## src/rtl/e203_ifu_bpu_ctrl.sv

```systemverilog
// e203_ifu_bpu_ctrl: registered BTFN branch prediction with JALR resolution (optional macro E203_IFU_JALR_XN_RD_EN)
module e203_ifu_bpu_ctrl #(
  parameter int PC_W = 32
) (
  input  logic            clk,
  input  logic            rst_n,
  input  logic            ir_valid_i,
  output logic            ir_ready_o,
  input  logic [PC_W-1:0] pc_i,
  input  logic            dec_rv32,
  input  logic            dec_bjp,
  input  logic            dec_jal,
  input  logic            dec_jalr,
  input  logic            dec_bxx,
  input  logic [4:0]      dec_jalr_rs1idx,
  input  logic [PC_W-1:0] dec_bjp_imm,
  input  logic [PC_W-1:0] x1_val_i,
  input  logic            oitf_empty_i,
  input  logic            exu_ir_valid_i,
  input  logic            exu_ir_rdwen_i,
  input  logic [4:0]      exu_ir_rdidx_i,
  output logic            rs1_req_o,
  output logic [4:0]      rs1_idx_o,
  input  logic            rf_port_busy_i,
  input  logic [PC_W-1:0] rs1_rdata_i,
  input  logic            flush_i,
  output logic            prdt_valid_o,
  input  logic            prdt_ready_i,
  output logic            prdt_taken_o,
  output logic [PC_W-1:0] prdt_pc_o
);
`ifdef E203_IFU_JALR_XN_RD_EN
  typedef enum logic [2:0] {IDLE, WAIT_DEP, RD_REQ, RD_DATA, DONE} state_e;
`else
  typedef enum logic [1:0] {IDLE, WAIT_DEP, DONE} state_e;
  logic unused_rd;
  assign unused_rd = ^{rs1_rdata_i, rf_port_busy_i};
`endif
  localparam logic [PC_W-1:0] ALIGN = ~PC_W'(1);
  state_e          state_q, state_d;
  logic [PC_W-1:0] imm_q, imm_d, pc_q, pc_d;
  logic            taken_q, taken_d;
  logic [4:0]      rs1_q, rs1_d;
  logic            accept, dep_new, dep_q;
  logic [PC_W-1:0] seq_pc, tgt_pc;
  assign ir_ready_o = ~flush_i & (state_q == IDLE | (state_q == DONE & prdt_ready_i));
  assign accept     = ir_valid_i & ir_ready_o;
  assign seq_pc     = pc_i + (dec_rv32 ? PC_W'(4) : PC_W'(2));
  assign tgt_pc     = pc_i + dec_bjp_imm;
  // The accept cycle already counts as a dependency-check cycle, so a clean JALR x1 resolves at T+1.
  assign dep_new    = ~oitf_empty_i | (exu_ir_valid_i & exu_ir_rdwen_i & exu_ir_rdidx_i == dec_jalr_rs1idx);
  assign dep_q      = ~oitf_empty_i | (exu_ir_valid_i & exu_ir_rdwen_i & exu_ir_rdidx_i == rs1_q);
  // State and prediction registers; reset clears every visible output.
  always_ff @(posedge clk) begin
    if (!rst_n) begin
      state_q <= IDLE;
      imm_q   <= '0;
      pc_q    <= '0;
      taken_q <= 1'b0;
      rs1_q   <= '0;
    end else begin
      state_q <= state_d;
      imm_q   <= imm_d;
      pc_q    <= pc_d;
      taken_q <= taken_d;
      rs1_q   <= rs1_d;
    end
  end
  // Next state and prediction; flush beats everything, then accept, then per-state progress.
  always_comb begin
    state_d = state_q;
    imm_d   = imm_q;
    pc_d    = pc_q;
    taken_d = taken_q;
    rs1_d   = rs1_q;
    if (flush_i) state_d = IDLE;
    else if (accept) begin
      imm_d   = dec_bjp_imm;
      rs1_d   = dec_jalr_rs1idx;
      state_d = DONE;
      taken_d = 1'b0;
      pc_d    = seq_pc;
      if (dec_bjp & dec_jal) begin
        taken_d = 1'b1;
        pc_d    = tgt_pc;
      end else if (dec_bjp & dec_bxx) begin
        taken_d = dec_bjp_imm[PC_W-1];
        pc_d    = dec_bjp_imm[PC_W-1] ? tgt_pc : seq_pc;
      end else if (dec_bjp & dec_jalr & dec_jalr_rs1idx == 5'd0) begin
        taken_d = 1'b1;
        pc_d    = dec_bjp_imm & ALIGN;
      end else if (dec_bjp & dec_jalr & dec_jalr_rs1idx == 5'd1) begin
        if (dep_new) state_d = WAIT_DEP;
        else begin
          taken_d = 1'b1;
          pc_d    = (x1_val_i + dec_bjp_imm) & ALIGN;
        end
      end
`ifdef E203_IFU_JALR_XN_RD_EN
      else if (dec_bjp & dec_jalr) state_d = dep_new ? WAIT_DEP : RD_REQ;
`endif
    end else begin
      case (state_q)
        WAIT_DEP: if (!dep_q) begin
`ifdef E203_IFU_JALR_XN_RD_EN
          if (rs1_q != 5'd1) state_d = RD_REQ;
          else begin
`else
          begin
`endif
            state_d = DONE;
            taken_d = 1'b1;
            pc_d    = (x1_val_i + imm_q) & ALIGN;
          end
        end
`ifdef E203_IFU_JALR_XN_RD_EN
        RD_REQ: if (!rf_port_busy_i) state_d = RD_DATA;
        RD_DATA: begin
          state_d = DONE;
          taken_d = 1'b1;
          pc_d    = (rs1_rdata_i + imm_q) & ALIGN;
        end
`endif
        DONE: if (prdt_ready_i) state_d = IDLE;
        default: ;
      endcase
    end
  end
  // Outputs decoded from the registered state.
  always_comb begin
    prdt_valid_o = state_q == DONE;
    prdt_taken_o = taken_q;
    prdt_pc_o    = pc_q;
`ifdef E203_IFU_JALR_XN_RD_EN
    rs1_req_o    = state_q == RD_REQ;
    rs1_idx_o    = state_q == RD_REQ ? rs1_q : 5'd0;
`else
    rs1_req_o    = 1'b0;
    rs1_idx_o    = 5'd0;
`endif
  end
endmodule

```

## config.mk

```make
export PLATFORM = sky130hd
export DESIGN_NAME = e203_ifu_bpu_ctrl
export DESIGN_NICKNAME = d
export VERILOG_FILES = /design/src/rtl/e203_ifu_bpu_ctrl.sv
export SDC_FILE = /design/constraint.sdc
export NUM_CORES = 1
export LEC_CHECK = 0
export CAP_MARGIN = 40
export CORE_ASPECT_RATIO = 1.1
export CORE_MARGIN = 1
export CORE_UTILIZATION = 45
export DETAILED_ROUTE_END_ITERATION = 10
export PLACE_DENSITY_LB_ADDON = 0.15
export SYNTH_ARGS = -nofsm -noshare
export SYNTH_HDL_FRONTEND = slang
export SYNTH_SLANG_ARGS = --single-unit
export TNS_END_PERCENT = 1
```

## constraint.sdc

```tcl
create_clock -name clk -period 6.7 [get_ports clk]
set_input_delay 1.005 -clock clk [delete_from_list [all_inputs] [get_ports clk]]
set_output_delay 1.005 -clock clk [all_outputs]
set_load 0.05 [all_outputs]
```

**After elaboration in Yosys (flattened, before gate mapping)**

Index checks and enable logic that the tools add are counted.

- Add/subtract/negate cells: 4
- Multipliers: 0
- Divide/modulo/power cells: 0
- $lt $le $gt $ge: 0
- Eq/ne operators: 8
- Shifts and indexed selects: 0
- Muxes and demuxes: 27
- Bitwise logic cells: 17
- Reduce and logical (&&, ||, !) cells: 8

Operators with widths:

| operator | count |
|---|---|
| $mux 32 | 9 |
| $add 32x32->32 | 3 |
| $add 32x3->32 | 1 |
| $mux 2 | 8 |
| $and 1x1->1 | 11 |
| $eq 5x5->1 | 2 |
| $mux 1 | 8 |
| $reduce_and 3->1 | 2 |
| $eq 5x1->1 const B | 1 |
| $logic_not 5->1 | 1 |
| $pmux 2 s2 | 1 |
| $mux 3 | 1 |
| $ne 3x1->1 const B | 1 |
| $ne 3x3->1 const B | 1 |
| $not 1->1 | 3 |
| $or 1x1->1 | 3 |
| $reduce_bool 3->1 | 1 |
| $eq 2x1->1 const B | 1 |
| $eq 2x2->1 const B | 1 |
| $logic_not 2->1 | 1 |
| $ne 2x2->1 const B | 1 |
| $reduce_and 2->1 | 1 |
| $reduce_bool 2->1 | 1 |
| $reduce_or 2->1 | 1 |

- Flip-flop bits (word level): 72
- Bits in latches: 0
- Memory bits (writable): 0
- Memory bits (read-only): 0
- Bits of input ports: 152
- Logic and storage cells: 69
- Memories: 0

**Logic depth before layout (Yosys ltp)**

Gate-level depths: netlist of the first run.

- Depth in word-level cells: 9
- Mapped depth: 13
- Mapped depth without buffers: 12

**Worst setup path before layout of the first run**

OpenSTA, ideal clock, no wires.

- Path type: input -> register
- From: input port prdt_ready_i
- To: register pc_q[9] (netlist: prdt_pc_o[9])
- Setup time: 0.132 ns
- Arrival time: 3.615 ns
- Path slack: 2.953 ns
- Cell stages on the path: 9
- Cell sequence: inv_1 > a211oi_1 > and2_1 > clkbuf_1 > clkbuf_1 > clkbuf_1 > o221ai_1 > a21oi_1 > nor3_1

- Longest elaborated chain between the ends: 6
- Elaborated cells on any way between the ends: 8
- Those cells by class: eq/ne: 1; mux: 1; bitwise: 4; reduce/logical: 2

RTL lines:

| item | line | text |
|---|---|---|
| from (decl) | 28 | `input logic prdt_ready_i,` |
| $and 1x1->1 (*) | 46 | `assign ir_ready_o = ~flush_i & (state_q == IDLE \| (state_q == DONE & prdt_ready_i));` |
| $or 1x1->1 (*) | 46 |  |
| $and 1x1->1 (*) | 46 |  |
| net ir_ready_o | 8 | `output logic ir_ready_o,` |
| $and 1x1->1 (*) | 47 | `assign accept = ir_valid_i & ir_ready_o;` |
| $ne 2x2->1 (no line) / $reduce_bool 2->1 (equally long branches) | n/a |  |
| $reduce_and 3->1 (no line) | n/a |  |
| to (signal assigned) | 64 | `pc_q <= pc_d;` |
| to (decl) | 41 | `logic [PC_W-1:0] imm_q, imm_d, pc_q, pc_d;` |

Mark *: on every way through the listed nets, which the timed path passes. The rest lies on a longest branch.
A chain may end at the register's enable or synchronous reset.

**Final worst setup path of the first run**

- From: input port dec_bjp_imm[0]
- To: register pc_q[28] (netlist: prdt_pc_o[28])

- Longest elaborated chain between the ends: 7
- Elaborated cells on any way between the ends: 9
- Those cells by class: add/sub: 2; mux: 7

RTL lines:

| item | line | text |
|---|---|---|
| from (decl) | 16 | `input logic [PC_W-1:0] dec_bjp_imm,` |
| $add 32x32->32 | 96 | `pc_d = (x1_val_i + dec_bjp_imm) & ALIGN;` |
| $mux 32 | 93 | `if (dep_new) state_d = WAIT_DEP;` |
| $mux 32 | 92 | `end else if (dec_bjp & dec_jalr & dec_jalr_rs1idx == 5'd1) begin` |
| $mux 32 | 89 | `end else if (dec_bjp & dec_jalr & dec_jalr_rs1idx == 5'd0) begin` |
| $mux 32 | 86 | `end else if (dec_bjp & dec_bxx) begin` |
| $mux 32 (*) | 83 | `if (dec_bjp & dec_jal) begin` |
| $mux 32 (*) | 77 | `else if (accept) begin` |

Mark *: on every way between the ends. The rest lies on a longest branch, timed or not.

==> metrics.cfg, run 1 <==
[critical_path]
critPathArrivalTime_ps=4490
worst_setup_path_end_kind=flop
cp.required_ps=6980
crit_fanout=5
critPathKind=input pin to flop
slowest_stage=clkdlybuf4s50_1
cpPeakStageDelay_ps=550
path_cells=clkdlybuf4s50_1, ha_1, inv_1, fa_1, and2b_1, o31ai_2, a211oi_2, o41ai_2, o41ai_4, nand2_1, a211o_1, a311o_1, o211ai_1
crit_path_start_kind=input pin

[run_status]
status=finished, final reports clean

[global_route]
grt_pass1_vias=9417
grt_usage_pct=32.49
overflow=0
antenna_found_initial=0
grt_pass1_wl_um=50860
grt_max_degree=46

[power_and_ir_drop]
power_density_mw_per_mm2=167.1
p_int_mw=1.127
leakage_nw=4.364
clkPwrFrac_pct=30.2
p_comb_share_pct=44.2
ir_drop_v=0.0001277
power.switching_mw=0.7201
sw_frac_of_total_pct=38.99
p_seq_share_pct=25.7

[clock_network]
cts_root_buffer=clkbuf_16
clock_path_buffers=2
postCtsHoldBufs=0
htreeDepth=3
ctsResizeCount=0
clk_pin_slew_ps=60
tritoncts=built
worstSkewPairLatency_ps=360
cts_buffers=9
post_cts_buffers=0
clkSinkCount=72

[die]
die_w_um=136.7
core_mm2=0.01930
die_area_mm2=0.02052
start_util_pct=46.52
row_count=53
io_pins=193
dieHeight_um=150.1

[synthesis]
synthCells=1224
async_flop_share_pct=0
syn_avg_cell_area_um2=7.334
syn_area_mm2=0.008977
synth_common_cells=nand2_1, a21oi_1, ha_1
synthDistinctLibCells=84
synth_top_area_share_pct=16.06
synth-seq-cells=72
synth_ff_type=dfxtp_1
synth_area_leaders=dfxtp_1, ha_1, a21oi_1
synth_most_common_cell=nand2_1
synth-warning-count=0
synth_edf_count=0
synth_largest_area_cell=dfxtp_1
seq_area_frac_synth_pct=16.06

[sta]
fmax_mhz=237.2
hold_ws_ps=458.3
fin_crit_sh_pct=62.93
setup_viol=0
relSlewSlack_pct=36.82
clock_skew_ps=8.889
rsz0062_at_grt=no
final.min_clock_period_ps=4216
setup_tns_ps=0
slew_violations=0
tightest_slew_ps=945.5
hold_viol=0

[route]
wl_per_cell_um=20.68
dr.pass1.iters=7
drc_errors=0
avgViaCountPerCell=6.280
num_vias=10090
wirelength_um=33210
ant_nets=0
drt-initial-drc-count=842

[cells_and_area]
nNetsFinal=1603
area_growth_pct=23.14
drive_gt1_share_pct=3.826
insertedDiodeCount=0

[place]
hpwl_um=25200
routabilityCongestion=1.023
place.port_buffers=153

[worst_hold_path]
min_path_type=flop to flop

[flow_run]
maxCapViolCount=0

## layout make-up
cell class | instances | area [um2]
fillers | 1917 | 8243
clock inverters | 5 | 80.08
well taps | 247 | 309.0
repair buffers | 164 | 1630
clock buffers | 11 | 242.7
multi-input cells | 1075 | 7231
flip-flops and latches | 72 | 1441
inverters | 32 | 120.1
## cell families after synthesis
family / share of synthesized area, %
XOR/XNOR: 10.54
AND/OR/NAND/NOR: 20.60
AO/OA/AOI/OAI: 33.71
flip-flops: 16.06
multiplexers: 1.463
other: 0.04177
adder cells (fa/ha/maj): 13.85
buffers and inverters: 3.735
## worst paths after layout
check	start	end	slack, ps	cells after the start
worst max-delay path	dec_bjp_imm[0]	prdt_pc_o[28]$_SDFFE_PN0P_	2480	13
worst min-delay path	imm_q[30]$_SDFFE_PN0P_	imm_q[30]$_SDFFE_PN0P_	460	2
worst max register to register	imm_q[1]$_SDFFE_PN0P_	prdt_pc_o[30]$_SDFFE_PN0P_	3400	12
worst min register to register	imm_q[30]$_SDFFE_PN0P_	imm_q[30]$_SDFFE_PN0P_	460	2
## cells in the final DEF, fill, tap and decap left out, types with 9 or more instances in the layout
cell | netlist | layout
nand4_1 | 13 | 13
clkbuf_16 | 0 | 9
and2_1 | 13 | 12
and3_1 | 18 | 18
o22ai_1 | 12 | 12
xnor2_1 | 60 | 60
clkdlybuf4s50_1 | 0 | 153
dfxtp_1 | 72 | 72
xor2_1 | 48 | 48
mux2i_1 | 12 | 12
nand2_1 | 167 | 166
a22oi_1 | 10 | 10
a31oi_1 | 23 | 23
buf_4 | 6 | 9
nand2b_1 | 18 | 18
nor2_1 | 75 | 74
a21o_1 | 31 | 31
nor3_1 | 29 | 29
nand3_1 | 22 | 22
o211ai_1 | 11 | 11
o221ai_1 | 20 | 20
a21oi_1 | 144 | 144
inv_1 | 31 | 31
a221oi_1 | 11 | 11
a211oi_1 | 13 | 13
ha_1 | 93 | 93
o21a_1 | 14 | 14
o21ai_0 | 72 | 72
## metal layers
| layer | GRT usage [%] | part of all wire (%) |
|---|---|---|
| met1 | 41.39 | 43 |
| met2 | 54.09 | 46 |
| met3 | 4.815 | 6.9 |
| met4 | 14.00 | 3.9 |
| met5 | 0 | 0 |
## flip-flops by register name, indices dropped and copies added (netlist names)
name and flops:
imm_q 32, rs1_q 5, prdt_taken_o 1, state_q 2, prdt_pc_o 32
## power groups by stage
stage | combinational [mW] | sequential (mW) | clock [mW]
finish | 0.816 | 0.474 | 0.557
global route | 0.884 | 0.476 | 0.575
detailed placement | 0.798 | 0.483 | 0
floorplan | 0.478 | 0.536 | 0
global placement | 0.791 | 0.483 | 0
CTS | 0.803 | 0.474 | 0.564
## critical path, delay by kind of cell
kind / cells / cell delay [ps]
AND/OR/NAND/NOR: 2 / 390
buffers and inverters: 2 / 620
adder cells (fa/ha/maj): 2 / 610
AO/OA/AOI/OAI: 7 / 1840
## stage by stage
stage | util (%) | total power, mW | worst slack, ps | instance area (um2) | cells
2_1_floorplan | - | 1.014 | 2953 | 8996 | 1229
4_1_cts | 57.28 | 1.841 | 2522 | 11050 | 1606
5_1_grt | 57.28 | 1.935 | 2213 | 11050 | 1606
3_5_place_dp | 55.61 | 1.281 | 2198 | 10730 | 1590
6_report | 57.28 | 1.847 | 2484 | 11050 | 1606
3_3_place_gp | 55.45 | 1.274 | 1864 | 10700 | 1588
Note: power is estimated with default switching activity, not from simulation.
==> run 2: changes to the inputs <==
Clock period 6.7 ns to 4.09 ns, I/O delays scaled along.
==> run 2 against run 1 <==
Sequential cell count did not move. Register-to-register slack lost 2600 ps. Cell count up 2.5%. Global-route usage increased by 0.75 points. First-iteration DRC count decreased by 5.3%. Clock skew rose by 2.4 ps. Routed wire length rose by 3.0%. Clock power grew 66%. Non-clock buffer count grew 40. Combinational power rose by 69%.
==> metrics.cfg, run 2 (synthesized netlist as in run 1, its figures left out) <==
[worst_hold_path]
min_path_type=flop to flop

[global_route]
overflow=0  ; unchanged
grt_pass1_vias=9601  ; +2.0%
grt_usage_pct=33.24  ; +0.75 points
grt_max_degree=48  ; +4.3%
met1_usage_pct=41.27  ; -0.12 points
top_usage_layer=met2
globalRouteMet2Util_pct=56.12  ; +2.0 points
grtUsageMet3_pct=4.276  ; -0.54 points
grt_pass1_wl_um=51560  ; +1.4%
antenna_found_initial=0  ; unchanged

[power_and_ir_drop]
power_density_mw_per_mm2=271.0  ; +62%
ir_drop_v=0.0002100  ; +64%
leakage_nw=4.567  ; +4.7%
power_mw=3.078  ; +67%

[sta]
clock_skew_ps=11.26  ; +2.366 ps
tightest_slew_ps=864.9  ; -80.55 ps
fin_crit_sh_pct=90.23
slew_violations=0  ; unchanged
hold_viol=0  ; unchanged
relSlewSlack_pct=41.95  ; +5.1 points
setup_tns_ps=0  ; unchanged
fmax_mhz=271.0
setup_viol=0  ; unchanged
rsz0062_at_grt=no
final.min_clock_period_ps=3691

[die]
die_w_um=136.7  ; unchanged
io_pins=193  ; unchanged
die_area_mm2=0.02052  ; unchanged
core_mm2=0.01930  ; unchanged
dieHeight_um=150.1  ; unchanged
start_util_pct=46.52  ; unchanged
row_count=53  ; unchanged

[clock_network]
postCtsHoldBufs=0  ; unchanged
cts_buffers=9  ; unchanged
post_cts_buffers=0  ; unchanged
tritoncts=built
clkSinkCount=72  ; unchanged
ctsResizeCount=0  ; unchanged
htreeDepth=3  ; unchanged
cts_root_buffer=clkbuf_16
clk_pin_slew_ps=60  ; about the same
clock_path_buffers=2  ; unchanged
worstSkewPairLatency_ps=350  ; about the same

[critical_path]
critPathKind=input pin to flop
cpLargestDelayFamily=compound AO/OA/AOI/OAI gates
crit_path_start_kind=input pin
cp.required_ps=4310  ; -2670 ps
worst_setup_path_end_kind=flop
crit_fanout=5  ; unchanged
cpPeakStageDelay_ps=460  ; -90 ps
crit_buf_inv=2  ; unchanged
slowest_stage=clkdlybuf4s50_1
critPathArrivalTime_ps=3910  ; -580 ps
path_cells=clkdlybuf4s50_1, ha_1, and4_1, a221o_1, a2111oi_0, nand3_1, a21oi_1, o31ai_2, buf_4, xor2_1, o221ai_1, a31oi_1

[route]
avgViaCountPerCell=6.143  ; -2.2%
wirelength_um=34210  ; +3.0%
num_vias=10110  ; +0.27%
wl_per_cell_um=20.78  ; +0.51%
drt-initial-drc-count=797  ; -5.3%
drc_errors=0  ; unchanged
dr.pass1.iters=7  ; unchanged
ant_nets=0  ; unchanged

[cells_and_area]
fillers=1846  ; -3.7%
nNetsFinal=1643  ; +2.5%
fin_util_pct=58.87  ; +1.6 points
stdcell_area_mm2=0.01136  ; +2.8%
insertedDiodeCount=0  ; unchanged
drive_gt1_share_pct=6.648  ; +2.8 points
final_cell_mix=nand2_1, clkdlybuf4s50_1, a21oi_1, ha_1, nor2_1
area_growth_pct=26.55
stdcell_count=1646  ; +2.5%
final_common_cell=nand2_1

[place]
placed_cell_area_mm2=0.01103  ; +2.8%
hpwl_um=26410  ; +4.8%
routabilityCongestion=1.001  ; -2.2%
post-place-cells=1630  ; +2.5%
place.port_buffers=153  ; unchanged

[run_status]
status=finished, final reports clean

[flow_run]
maxCapViolCount=0  ; unchanged

[run 2: changes by cell type in the layout (fill, tap and decap cells not counted)]
cell        previous run  this run
buf_4                  9        50
buf_1                  1         0
buf_12                 0         1
buf_16                 1         0
clkbuf_8               1         2
clkinv_2               1         0
clkinv_4               0         1
clkinvlp_4             2         1
[run 2: final timing paths]
path	from	endpoint	slack, ps	depth (start not counted)
max	x1_val_i[16]	prdt_pc_o[27]$_SDFFE_PN0P_	400	12
min	imm_q[3]$_SDFFE_PN0P_	imm_q[3]$_SDFFE_PN0P_	460	2
max reg2reg	imm_q[16]$_SDFFE_PN0P_	prdt_pc_o[27]$_SDFFE_PN0P_	850	11
min reg2reg	imm_q[3]$_SDFFE_PN0P_	imm_q[3]$_SDFFE_PN0P_	460	2
[run 2: layer usage]
| metal | part of all wire, % | wire length (um) |
|---|---|---|
| met1 | 43 | 14720 |
| met2 | 47 | 16100 |
| met3 | 5.7 | 1965 |
| met4 | 4.2 | 1425 |
| met5 | 0 | 0 |
[run 2: area by class of cell]
type / count / area [um2] / area share, %
Multi-Input combinational cell: 1075 / 7231 / 63.65
Inverter: 32 / 120.1 / 1.057
Timing Repair Buffer: 204 / 1927 / 16.96
Sequential cell: 72 / 1441 / 12.69
Clock buffer: 12 / 256.5 / 2.258
Tap cell: 247 / 309.0 / 2.720
Clock inverter: 4 / 76.32 / 0.6718
[run 2: worst reg2reg max path, stage by stage, from the launching register on]
cell	delay, ps
dfxtp_1	320
ha_1	340
and4_1	230
a221o_1	310
a2111oi_0	450
nand3_1	290
a21oi_1	340
o31ai_2	150
buf_4	180
xor2_1	150
o221ai_1	280
a31oi_1	70
[run 2: per-stage QoR]
stage | hold slack (ps) | setup slack, ps
2_1_floorplan | 440.0 | 734.5
5_1_grt | 482.6 | 298.0
4_1_cts | 461.5 | 490.1
3_5_place_dp | 452.1 | 143.2
6_report | 458.8 | 399.4
3_3_place_gp | 445.7 | 136.0
[run 2: power by group]
group | switching [mW] | leakage, nW | internal [mW] | total [mW]
Sequential | 0.0292 | 0.590 | 0.748 | 0.777
Combinational | 0.800 | 3.82 | 0.576 | 1.38
Clock | 0.355 | 0.159 | 0.570 | 0.925
==> patch (config.mk and constraints of run 2) <==
`imm_q` no longer has a reset.
--- a/src/rtl/e203_ifu_bpu_ctrl.sv
+++ b/src/rtl/e203_ifu_bpu_ctrl.sv
@@ -54,17 +54,19 @@
   always_ff @(posedge clk) begin
     if (!rst_n) begin
       state_q <= IDLE;
-      imm_q   <= '0;
       pc_q    <= '0;
       taken_q <= 1'b0;
       rs1_q   <= '0;
     end else begin
       state_q <= state_d;
-      imm_q   <= imm_d;
       pc_q    <= pc_d;
       taken_q <= taken_d;
       rs1_q   <= rs1_d;
     end
+  end
+
+  always_ff @(posedge clk) begin
+    imm_q <= imm_d;
   end
   // Next state and prediction; flush beats everything, then accept, then per-state progress.
   always_comb begin
Formal check against the unedited RTL: no difference found for any inputs over 4 cycles, from zero or initial values and one cycle with rst_n low; that may be too few to reach the edited logic, so the function may still have changed.
==> patch against run 2 <==
- power down 1.8%
- sequential cell count unchanged
- sequential share of layout area up 2.7 points
- hold slack better by 18 ps
- register-to-register slack better by 110 ps
- global-route usage down 0.13 points
- utilization down 0.91 points
- wire length down 1.6%
- synthesized area up 1.0%
- worst setup slack better by 26 ps
- cell area up 1.0%
- final cell count down 4.4%
- combinational power about the same
- via count down 1.6%
==> patch: results (changes against run 2) <==
Critical path
  – Setup Crit Path Kind: primary input to flip-flop
  – Reg2reg setup slack: 960 ps (+110 ps)
  – Startpoint of the worst register-to-register path: imm_q[1]$_DFFE_PP_
  – Critical path startpoint: x1_val_i[1]
  – Critical path arrival: 3900 ps (about the same)
  – Worst-case reg-to-reg path depth: 12 (+1)
  – Max FO, Critical Path: 5 (unchanged)
  – Critical R2R Capture: prdt_pc_o[24]$_SDFFE_PN0P_

Drt
  – Iteration-0 DRC Markers: 775 (-2.8%)
  – Vias after detailed routing: 9955 (-1.6%)
  – Routed Antenna Nets: 0 (unchanged)
  – Routed wire per std cell: 21.4 um (+2.9%)
  – Length of the first detailed-routing pass in iterations: 5 (-2)

Clock tree
  – H-Tree Depth: 3 (unchanged)
  – Cells resized by post-CTS repair: 0 (unchanged)
  – Cts bufs inserted: 9 (unchanged)
  – Root buf cell: sky130_fd_sc_hd__clkbuf_16
  – Post-CTS setup-driven buffer insertion count: 0 (unchanged)
  – Skew-Pair Late Insertion Delay: 360 ps
  – CTS Buffer Depth: 2 (unchanged)
  – Clock-pin slew reported for the worst setup and hold paths after clock tree synthesis: about 70 ps

Synthesis
  – Post-synth top flop: sky130_fd_sc_hd__dfxtp_1
  – Yosys cell types: 91 (+8.3%)
  – Number of flops mapped to enable cells by yosys: 32 (+32)
  – Synth area leaders: sky130_fd_sc_hd__ha_1 (13%), sky130_fd_sc_hd__edfxtp_1 (11%), sky130_fd_sc_hd__dfxtp_1 (8.8%)
  – Share of flip-flops with an asynchronous set or reset: 0% (unchanged)
  – Most used standard cells in the synthesized netlist: sky130_fd_sc_hd__a21oi_1 (107), sky130_fd_sc_hd__nand2_1 (107), sky130_fd_sc_hd__ha_1 (93)
  – Synthesis warning total: 0 (unchanged)
  – Sequential element share of the synthesized area: 19.4% (+3.4 points)

Global route
  – Initial antenna violation count: 0 (unchanged)
  – First-pass GRT wire length: 51500 um (-0.12%)
  – Pin count of the biggest net entering global routing: 31 (-35%)
  – Total track usage: 33.1% (-0.13 points)
  – Number of global-route vias before repair: 9303 (-3.1%)

Power
  – Worst IR Drop VDD: 0.255 mV (+22%)
  – Leakage power of the design: 0.00459 uW (+0.52%)

STA
  – Slew headroom: 46.7% (+4.7 points)
  – Top achievable clock speed: 273 MHz (+0.71%)
  – Post-Route Skew: 8.54 ps (-2.72 ps)

Placed design
  – Worst setup timing slack at the placement stage: 162 ps (+18.5 ps)
  – PortBufs: 153 (unchanged)
  – Dpl cell area: 11200 um^2 (+1.4%)
  – Placer's final routability congestion estimate: 0.987 (-1.4%)
  – Final HPWL DP: 27000 um (+2.4%)

Layout
  – Ant diodes: 0 (unchanged)
  – Nets: 1566 (-4.7%)
  – Fraction of final layout cells with drive strength greater than 1: 9.23% (+2.6 points)

Outcome
  – Status: completed
patch: logic make-up (layout without fill, tap and decap cells):
logic type      after synthesis  count (layout)  synth area share, %
compound gates              432             432                 33.3
simple gates                336             336                 18.3
xor+xnor                    109             109                 10.5
fa+ha+maj                    97              97                 13.7
buf+inv                      85             266                 4.22
flops                        72              72                 19.4
mux                           4               4                0.510
other cells                   1               6               0.0414
patch: worst min-delay path by stage:
stage / from / end / depth (start not counted)
final: rs1_q[3]$_SDFFE_PN0P_ / rs1_q[3]$_SDFFE_PN0P_ / 2
after global routing: rs1_q[4]$_SDFFE_PN0P_ / rs1_q[4]$_SDFFE_PN0P_ / 2
after CTS: rs1_q[3]$_SDFFE_PN0P_ / rs1_q[3]$_SDFFE_PN0P_ / 2
after detailed placement: rs1_q[3]$_SDFFE_PN0P_ / rs1_q[3]$_SDFFE_PN0P_ / 2
after global placement: rs1_q[1]$_SDFFE_PN0P_ / rs1_q[1]$_SDFFE_PN0P_ / 2
after floorplan: rs1_q[4]$_SDFFE_PN0P_ / rs1_q[4]$_SDFFE_PN0P_ / 2
patch: area by class of cell:
cell class	count	area [um^2]
clock buffers	10	250
clock inverters	6	46.3
fillers	1884	8320
inverters	31	116
multi-input cells	984	6960
flip-flops and latches	72	1760
well taps	252	315
repair buffers	219	2030
patch: worst max-delay path: stages:
cell,delay (ps)
sky130_fd_sc_hd__clkdlybuf4s50_1,570
sky130_fd_sc_hd__inv_1,90
sky130_fd_sc_hd__fa_1,440
sky130_fd_sc_hd__nor2b_1,290
sky130_fd_sc_hd__o21bai_1,160
sky130_fd_sc_hd__a21oi_1,200
sky130_fd_sc_hd__o22ai_1,160
sky130_fd_sc_hd__o211ai_1,360
sky130_fd_sc_hd__a41oi_1,200
sky130_fd_sc_hd__buf_4,210
sky130_fd_sc_hd__o21ai_0,320
sky130_fd_sc_hd__mux2i_1,220
sky130_fd_sc_hd__a211oi_1,50
patch: stage by stage:
stage | utilization (%) | hold slack [ps] | total power (uW) | instances
final | 58.0 | 477 | 3020 | 1574
after CTS | 58.0 | 480 | 3010 | 1574
after detailed placement | 56.5 | 470 | 2190 | 1558
after global routing | 58.0 | 502 | 3170 | 1574
after floorplan | - | 455 | 1700 | 1141
after global placement | 56.5 | 465 | 2180 | 1558
patch: per-layer routing:
metal	GRT usage, %	vias up	part of all wire (%)
met5	0	-	0
met4	15.4	0	4.9
met3	3.88	91	6.2
met2	54.6	408	46
met1	42.9	4743	43
li1	-	4713	-
patch: power by group:
group	switching, uW	internal, uW	leakage, uW	total, uW
Sequential	24.8	795	0.000629	820
Combinational	798	583	0.00381	1380
Clock	367	454	0.000149	821
